--- config.mk ---
export PLATFORM = sky130hd
export DESIGN_NAME = mmc5_xram_arb
export DESIGN_NICKNAME = d
export VERILOG_FILES = /design/src/rtl/mmc5_xram_arb.sv
export SDC_FILE = /design/constraint.sdc
export NUM_CORES = 1
export LEC_CHECK = 0
export BUFFER_PORTS_ARGS = -buffer_cell sky130_fd_sc_hd__buf_2
export CAP_MARGIN = 15
export CORE_MARGIN = 5
export CORE_UTILIZATION = 35
export DETAILED_ROUTE_END_ITERATION = 10
export GPL_ROUTABILITY_DRIVEN = 0
export PLACE_DENSITY = 0.76
export SLEW_MARGIN = 15
export SYNTH_ARGS = -nofsm -noshare
export SYNTH_HDL_FRONTEND = slang
export SYNTH_SLANG_ARGS = --single-unit
--- constraint.sdc ---
create_clock -name clk -period 4.5 [get_ports clk]
set_input_delay 0.45 -clock clk [delete_from_list [all_inputs] [get_ports clk]]
set_output_delay 0.45 -clock clk [all_outputs]
set_load 0.02 [all_outputs]
--- src/rtl/mmc5_xram_arb.sv ---
// MMC5 ExRAM arbiter: one single-port synchronous RAM shared by save-state,
// PPU fetch and CPU window, with at most one granted access per clk.
//
// state    | meaning
// IDLE     | no grant was issued last cycle
// OWN_SS   | save-state granted last cycle (ss_ack high now)
// OWN_PPU  | PPU granted last cycle (ppu_ack high now)
// OWN_CPU  | CPU granted last cycle (cpu_ack high now)
module mmc5_xram_arb #(
    parameter int CPU_MAX_WAIT = 6,
    parameter int AW = 10
) (
    input  logic          clk,
    input  logic          map_rst_n,
    input  logic [1:0]    exram_mode,
    input  logic          ss_act,
    input  logic          ss_req,
    input  logic          ss_we,
    input  logic [AW-1:0] ss_addr,
    input  logic [7:0]    ss_wdat,
    output logic          ss_ack,
    output logic          ss_rvalid,
    input  logic          ppu_req,
    input  logic          ppu_we,
    input  logic [AW-1:0] ppu_addr,
    input  logic [7:0]    ppu_wdat,
    output logic          ppu_ack,
    output logic          ppu_rvalid,
    input  logic          cpu_req,
    input  logic          cpu_we,
    input  logic [AW-1:0] cpu_addr,
    input  logic [7:0]    cpu_wdat,
    output logic          cpu_ack,
    output logic          cpu_rvalid,
    output logic [7:0]    rd_dat,
    output logic [AW-1:0] ram_addr,
    output logic          ram_we,
    output logic [7:0]    ram_din,
    input  logic [7:0]    ram_dout
);

    localparam int WW = $clog2(CPU_MAX_WAIT + 1);

    typedef enum logic [1:0] {IDLE, OWN_SS, OWN_PPU, OWN_CPU} own_t;

    own_t          state, state_nxt;
    own_t          rd1_own;
    logic          rd1_zero, rd2_zero;
    logic [WW-1:0] wait_ctr, wait_nxt;

    logic          ss_elig, ppu_elig, cpu_elig, cpu_promote;
    logic [AW-1:0] g_addr;
    logic [7:0]    g_wdat;
    logic          g_we, g_rd, g_zero;

    // The ack is simply "who owned the RAM last cycle"
    assign ss_ack  = (state == OWN_SS);
    assign ppu_ack = (state == OWN_PPU);
    assign cpu_ack = (state == OWN_CPU);

    assign ss_elig     = ss_act && ss_req && !ss_ack;
    assign ppu_elig    = !ss_act && ppu_req && !ppu_ack;
    assign cpu_elig    = !ss_act && cpu_req && !cpu_ack;
    assign cpu_promote = (wait_ctr >= WW'(CPU_MAX_WAIT));

    always_comb begin
        state_nxt = IDLE;
        if (ss_elig)
            state_nxt = OWN_SS;
        else if (cpu_elig && cpu_promote)
            state_nxt = OWN_CPU;
        else if (ppu_elig)
            state_nxt = OWN_PPU;
        else if (cpu_elig)
            state_nxt = OWN_CPU;
    end

    // Frozen for the whole save-state session so CPU starvation credit survives it
    always_comb begin
        wait_nxt = wait_ctr;
        if (!ss_act) begin
            if (!cpu_req || state_nxt == OWN_CPU)
                wait_nxt = '0;
            else if (cpu_elig && !cpu_promote)
                wait_nxt = wait_ctr + WW'(1);
        end
    end

    always_comb begin
        g_addr = '0;
        g_wdat = '0;
        g_we   = 1'b0;
        g_rd   = 1'b0;
        g_zero = 1'b0;
        case (state_nxt)
            OWN_SS: begin
                g_addr = ss_addr;
                g_wdat = ss_wdat;
                g_we   = ss_we;
                g_rd   = !ss_we;
            end
            OWN_PPU: begin
                g_addr = ppu_addr;
                g_wdat = ppu_wdat;
                g_we   = ppu_we && !exram_mode[1];
                g_rd   = !ppu_we;
            end
            OWN_CPU: begin
                g_addr = cpu_addr;
                g_wdat = cpu_wdat;
                g_we   = cpu_we && (exram_mode != 2'd3);
                g_rd   = !cpu_we;
                g_zero = !exram_mode[1];
            end
            default: ;
        endcase
    end

    always_ff @(posedge clk or negedge map_rst_n) begin
        if (!map_rst_n) begin
            state    <= IDLE;
            wait_ctr <= '0;
        end else begin
            state    <= state_nxt;
            wait_ctr <= wait_nxt;
        end
    end

    always_ff @(posedge clk or negedge map_rst_n) begin
        if (!map_rst_n) begin
            ram_addr   <= '0;
            ram_din    <= '0;
            ram_we     <= 1'b0;
            rd1_own    <= IDLE;
            rd1_zero   <= 1'b0;
            rd2_zero   <= 1'b0;
            ss_rvalid  <= 1'b0;
            ppu_rvalid <= 1'b0;
            cpu_rvalid <= 1'b0;
        end else begin
            ram_we <= g_we;
            if (state_nxt != IDLE) begin
                ram_addr <= g_addr;
                ram_din  <= g_wdat;
            end
            rd1_own    <= g_rd ? state_nxt : IDLE;
            rd1_zero   <= g_rd && g_zero;
            rd2_zero   <= rd1_zero;
            ss_rvalid  <= (rd1_own == OWN_SS);
            ppu_rvalid <= (rd1_own == OWN_PPU);
            cpu_rvalid <= (rd1_own == OWN_CPU);
        end
    end

    // RAM data arrives the cycle after the address, i.e. alongside the rvalid
    assign rd_dat = ((ss_rvalid || ppu_rvalid || cpu_rvalid) && !rd2_zero) ? ram_dout : 8'h00;

endmodule

# Yosys cells after proc, flatten, opt, wreduce, memory -nomap -nowiden
# Index checks and enable logic that the tools add are counted.
[totals]
output_inout_bits = 33
ff_bits = 31
wordCells = 66
[op_classes]
n_reduce_logical = 29
n_lt_le_gt_ge = 1
addsub = 1
n_bitwise = 1
muxes = 13
eq_ne = 10
[op_table]
columns = ["op", "count"]
rows = [
  ["$pmux W10 S3", 1],
  ["$pmux W8 S3", 1],
  ["$eq A2 B2 Y1 const B", 6],
  ["$logic_and A1 B1 Y1", 12],
  ["$logic_not A1 Y1", 11],
  ["$mux W2", 5],
  ["$mux W8", 1],
  ["$eq A2 B1 Y1 const B", 3],
  ["$mux W3", 2],
  ["$pmux W1 S3", 2],
  ["$reduce_bool A2 Y1", 2],
  ["$add A3 B1 Y3 const B", 1],
  ["$ge A3 B3 Y1 const B", 1],
  ["$logic_or A1 B1 Y1", 3],
  ["$ne A2 B2 Y1 const B", 1],
  ["$reduce_and A2 Y1", 1],
  ["$mux W1", 1],
  ["$not A1 Y1", 1],
]

# Longest topological paths before layout
[depth]
word_depth = 11
depth_mapped = 7
mapped_depth_nobuf = 6

# Worst setup path after synthesis
# Ideal clock, no wire load.
[synth_path]
kind = "register -> register"
startpoint = "reg wait_ctr[0]"
endpoint = "reg ram_addr[0]"
arrival_ns = 1.533
path_stages_with_launch = 8
n_path_buf = 1
required_time_ns = 4.368
setup_time_ns = 0.132
period_less_slack_ns = 1.665
path_slack_ns = 2.835
cell_sequence = "dfrtp_1 inv_1 ha_1 o21a_1 o311a_1 buf_2 a221oi_1 a2bb2oi_1"
[synth_via]
elab_chain_len = 6
word_cells_on_any_way = 9
[synth_lines]
columns = ["element", "line", "source"]
rows = [
  ["from (decl)", "49", "logic [WW-1:0] wait_ctr, wait_nxt;"],
  ["from (signal assigned)", "125", "wait_ctr <= wait_nxt;"],
  ["$ge A3 B3 Y1 (*)", "64", "assign cpu_promote = (wait_ctr >= WW'(CPU_MAX_WAIT));"],
  ["$logic_and A1 B1 Y1 (*)", "70", "else if (cpu_elig && cpu_promote)"],
  ["$mux W2 (*)", "70", ""],
  ["$mux W2 (*)", "68", "if (ss_elig)"],
  ["$eq A2 B2 Y1 / $eq A2 B1 Y1 (equally long branches)", "95", "case (state_nxt)"],
  ["$pmux W10 S3", "95", ""],
  ["to (signal assigned)", "143", "ram_addr <= g_addr;"],
  ["to (decl)", "36", "output logic [AW-1:0] ram_addr,"],
]
# Every way passes the cells marked *; elsewhere a longest branch is shown, timed or not.
# A chain may end at the register's enable or synchronous reset.

# Worst setup path after layout
[layout_path]
startpoint = "reg wait_ctr[0]"
endpoint = "reg ram_addr[6]"
# Same word-level chain as after synthesis.

==> impl_metrics.env <==
export IMPL_max_slew_margin_rel_pct=44.0
export IMPL_worstSkewPairLatency_ps=280
export IMPL_crit_chain="inv_1, ha_1, o21a_1, a311oi_2, buf_4, nand2_1, a2bb2oi_1"
export IMPL_yosysTopAreaCellShare_pct=50.6
export IMPL_nNetsFinal=332
export IMPL_crit_arrival_ps=2330
export IMPL_die_h_um=76.2
export IMPL_htree_levels=2
export IMPL_synthArstFlopShare_pct=100
export IMPL_r2r_start="wait_ctr[0]$_DFFE_PN0P_"
export IMPL_ant_nets=0
export IMPL_dp_hpwl_um=3530
export IMPL_syn_area_um2=1530
export IMPL_antenna_found_initial=0
export IMPL_initial_utilization_pct=35.7
export IMPL_n_antenna_cell=0
export IMPL_cp_start_kind="flop"
export IMPL_finalCritPeriodShare_pct=47.3
export IMPL_grt_overflow_total=0
export IMPL_wl_per_cell_um=14.9
export IMPL_rrSetupSlack_ps=2370
export IMPL_grt_start_max_net_pins=32
export IMPL_area_delta_synth_final_pct=46.2
export IMPL_slowest_stage="a311oi_2"
export IMPL_die_w_um=76.2
export IMPL_num_rows=24
export IMPL_synthCells=151
export IMPL_syn_avg_cell_area_um2=10.2
export IMPL_finalSetupViolCount=0
export IMPL_grt_setup_unrepaired="no"
export IMPL_syn_nets=226
export IMPL_clk_pin_slew_worst_paths_ps=70
export IMPL_post_cts_buffers=0
export IMPL_maxCapViolCount=0
export IMPL_fin_skew_ps=4.28
export IMPL_grt_pass1_wl_um=7530
export IMPL_yosys_top_cells_count="dfrtp_1, nand2_1, a22oi_1"
export IMPL_crit_required_ps=4700
export IMPL_startpoint="wait_ctr[0]$_DFFE_PN0P_"
export IMPL_min_period_ps=2130
export IMPL_cts_buffer_depth=2
export IMPL_cts_tree="done"
export IMPL_coreArea_um2=4290
export IMPL_drive_above_1_share_pct=46.1
export IMPL_utilization_pct=52.2
export IMPL_clkSinkCount=31
export IMPL_tightestPinTransition_ps=840
export IMPL_power_density_nw_per_um2=414
export IMPL_drc_errors=0
export IMPL_grt_pass1_vias=1607
export IMPL_cts_resized=0
export IMPL_crit_family="compound AO/OA/AOI/OAI gates"
export IMPL_root_buffer="clkbuf_8"
export IMPL_portBuffers=105
export IMPL_reg2reg_depth=7
export IMPL_cts_hold_buf=0
export IMPL_path_buf_inv=2
export IMPL_hold_class="input port to asynchronous set/reset pin"
export IMPL_timing_fmax_ghz=0.469
export IMPL_numCtsBuffers=5
export IMPL_synth_distinct_cells=31
export IMPL_ys_seq_elements=31
export IMPL_synth_area_leaders="dfrtp_1, a22oi_1, nand2_1, a221oi_1, a2bb2oi_1"
export IMPL_die_area_um2=5810
export IMPL_via_count=1580
export IMPL_status="complete, no violations"
export IMPL_maxSlewViolCount=0
export IMPL_cp_max_fo=12
export IMPL_critPathKind="flop to flop"
export IMPL_p_leak_nw=1.21
export IMPL_cpPeakStageDelay_ps=670
export IMPL_crit_path_end_kind="flop"
export IMPL_tns_ps=0
export IMPL_ys_flop_type="dfrtp_1"
export IMPL_first_pass_iters=4
export IMPL_synth_enable_flop_cells=0
export IMPL_pin_count=106
export IMPL_vias_per_cell=5.10
export IMPL_drt_initial_drc_count=65
export IMPL_final_hold_violation_count=0
export IMPL_seq_area_frac_synth_pct=50.6
export IMPL_yosys_warnings=0
export IMPL_yosysTopAreaCell="dfrtp_1"
export IMPL_ir_worst_vdd_mv=0.229
export IMPL_grt_util_all_layers_pct=15.6
export IMPL_wirelength_um=4630
export IMPL_r2r_end="ram_addr[6]$_DFFE_PN0P_"
-- metal layers --
layer  share of wire, %  track usage, %  wire length, um
met1                 39            18.0             1800
met3                 11            7.92              520
met4               0.41            2.10               19
met2                 50            26.6             2300
met5                  0               0                0
-- layout by cell type, fill, tap and decap left out, drive strengths merged --
cell type / count
o211ai: 1
inv: 6
ha: 2
clkinvlp: 1
clkbuf: 5
a31o: 1
o311a: 1
or2b: 1
nand3b: 1
or4: 1
a22oi: 16
bufinv: 2
a311oi: 1
a222oi: 1
nor2b: 5
nor3: 2
nand2: 31
and2: 11
a2bb2oi: 10
o41ai: 1
a221oi: 10
dfrtp: 31
nor3b: 1
buf: 107
o22ai: 2
nand3: 1
o311ai: 1
nand2b: 2
o21a: 1
nor2: 1
a32oi: 1
-- how the worst max path moves through the flow --
| stage | to | slack [ps] | cells past startpoint |
|---|---|---|---|
| after floorplan | ram_addr[0]$_DFFE_PN0P_ | 2830 | 7 |
| after global placement | ram_din[1]$_DFFE_PN0P_ | 2380 | 5 |
| after detailed placement | ram_din[1]$_DFFE_PN0P_ | 2330 | 5 |
| after CTS | ram_addr[6]$_DFFE_PN0P_ | 2340 | 7 |
| after global routing | ram_din[5]$_DFFE_PN0P_ | 2160 | 7 |
| final | ram_addr[6]$_DFFE_PN0P_ | 2370 | 7 |
-- metrics by stage --
step	hold WS, ps	worst slack, ps	area [um2]	std cells	total power, W
2_1_floorplan	154	2830	1530	151	0.000504
3_5_place_dp	337	2330	2110	302	0.000613
5_1_grt	263	2160	2240	310	0.000979
6_report	200	2370	2240	310	0.000929
4_1_cts	229	2340	2240	310	0.000942
3_3_place_gp	332	2380	2110	302	0.000606
-- flip-flops by register name, indices dropped and copies added, names as in the netlist --
name / flops
cpu_rvalid: 1
wait_ctr: 3
ram_addr: 10
rd1_own: 2
ss_rvalid: 1
ram_din: 8
ram_we: 1
ppu_rvalid: 1
rd1_zero: 1
state: 2
rd2_zero: 1
-- final cells by class --
class | count | area, um2
Clock buffer | 5 | 68.8
Clock inverter | 3 | 67.6
Fill cell | 408 | 2050
Inverter | 6 | 22.5
Multi-Input combinational cell | 106 | 703
Sequential cell | 31 | 776
Tap cell | 52 | 65.1
Timing Repair Buffer | 107 | 541
-- cells by family (layout without fill, tap and decap cells) --
kind of cell	after synthesis	after routing	synth area share, %
flip-flops	31	31	50.6
buffers and inverters	14	121	4.00
AND/OR/NAND/NOR	57	57	18.1
adder cells (fa/ha/maj)	2	2	1.63
AO/OA/AOI/OAI	47	47	25.7
-- where the power goes --
part	internal, W	leakage, nW	total [W]	switching [W]
Clock	0.000221	0.0644	0.000325	0.000104
Combinational	0.000107	0.758	0.000256	0.000149
Sequential	0.000322	0.388	0.000348	0.0000260
Total	0.000650	1.21	0.000929	0.000279
Note: power is estimated with default switching activity, not from simulation.
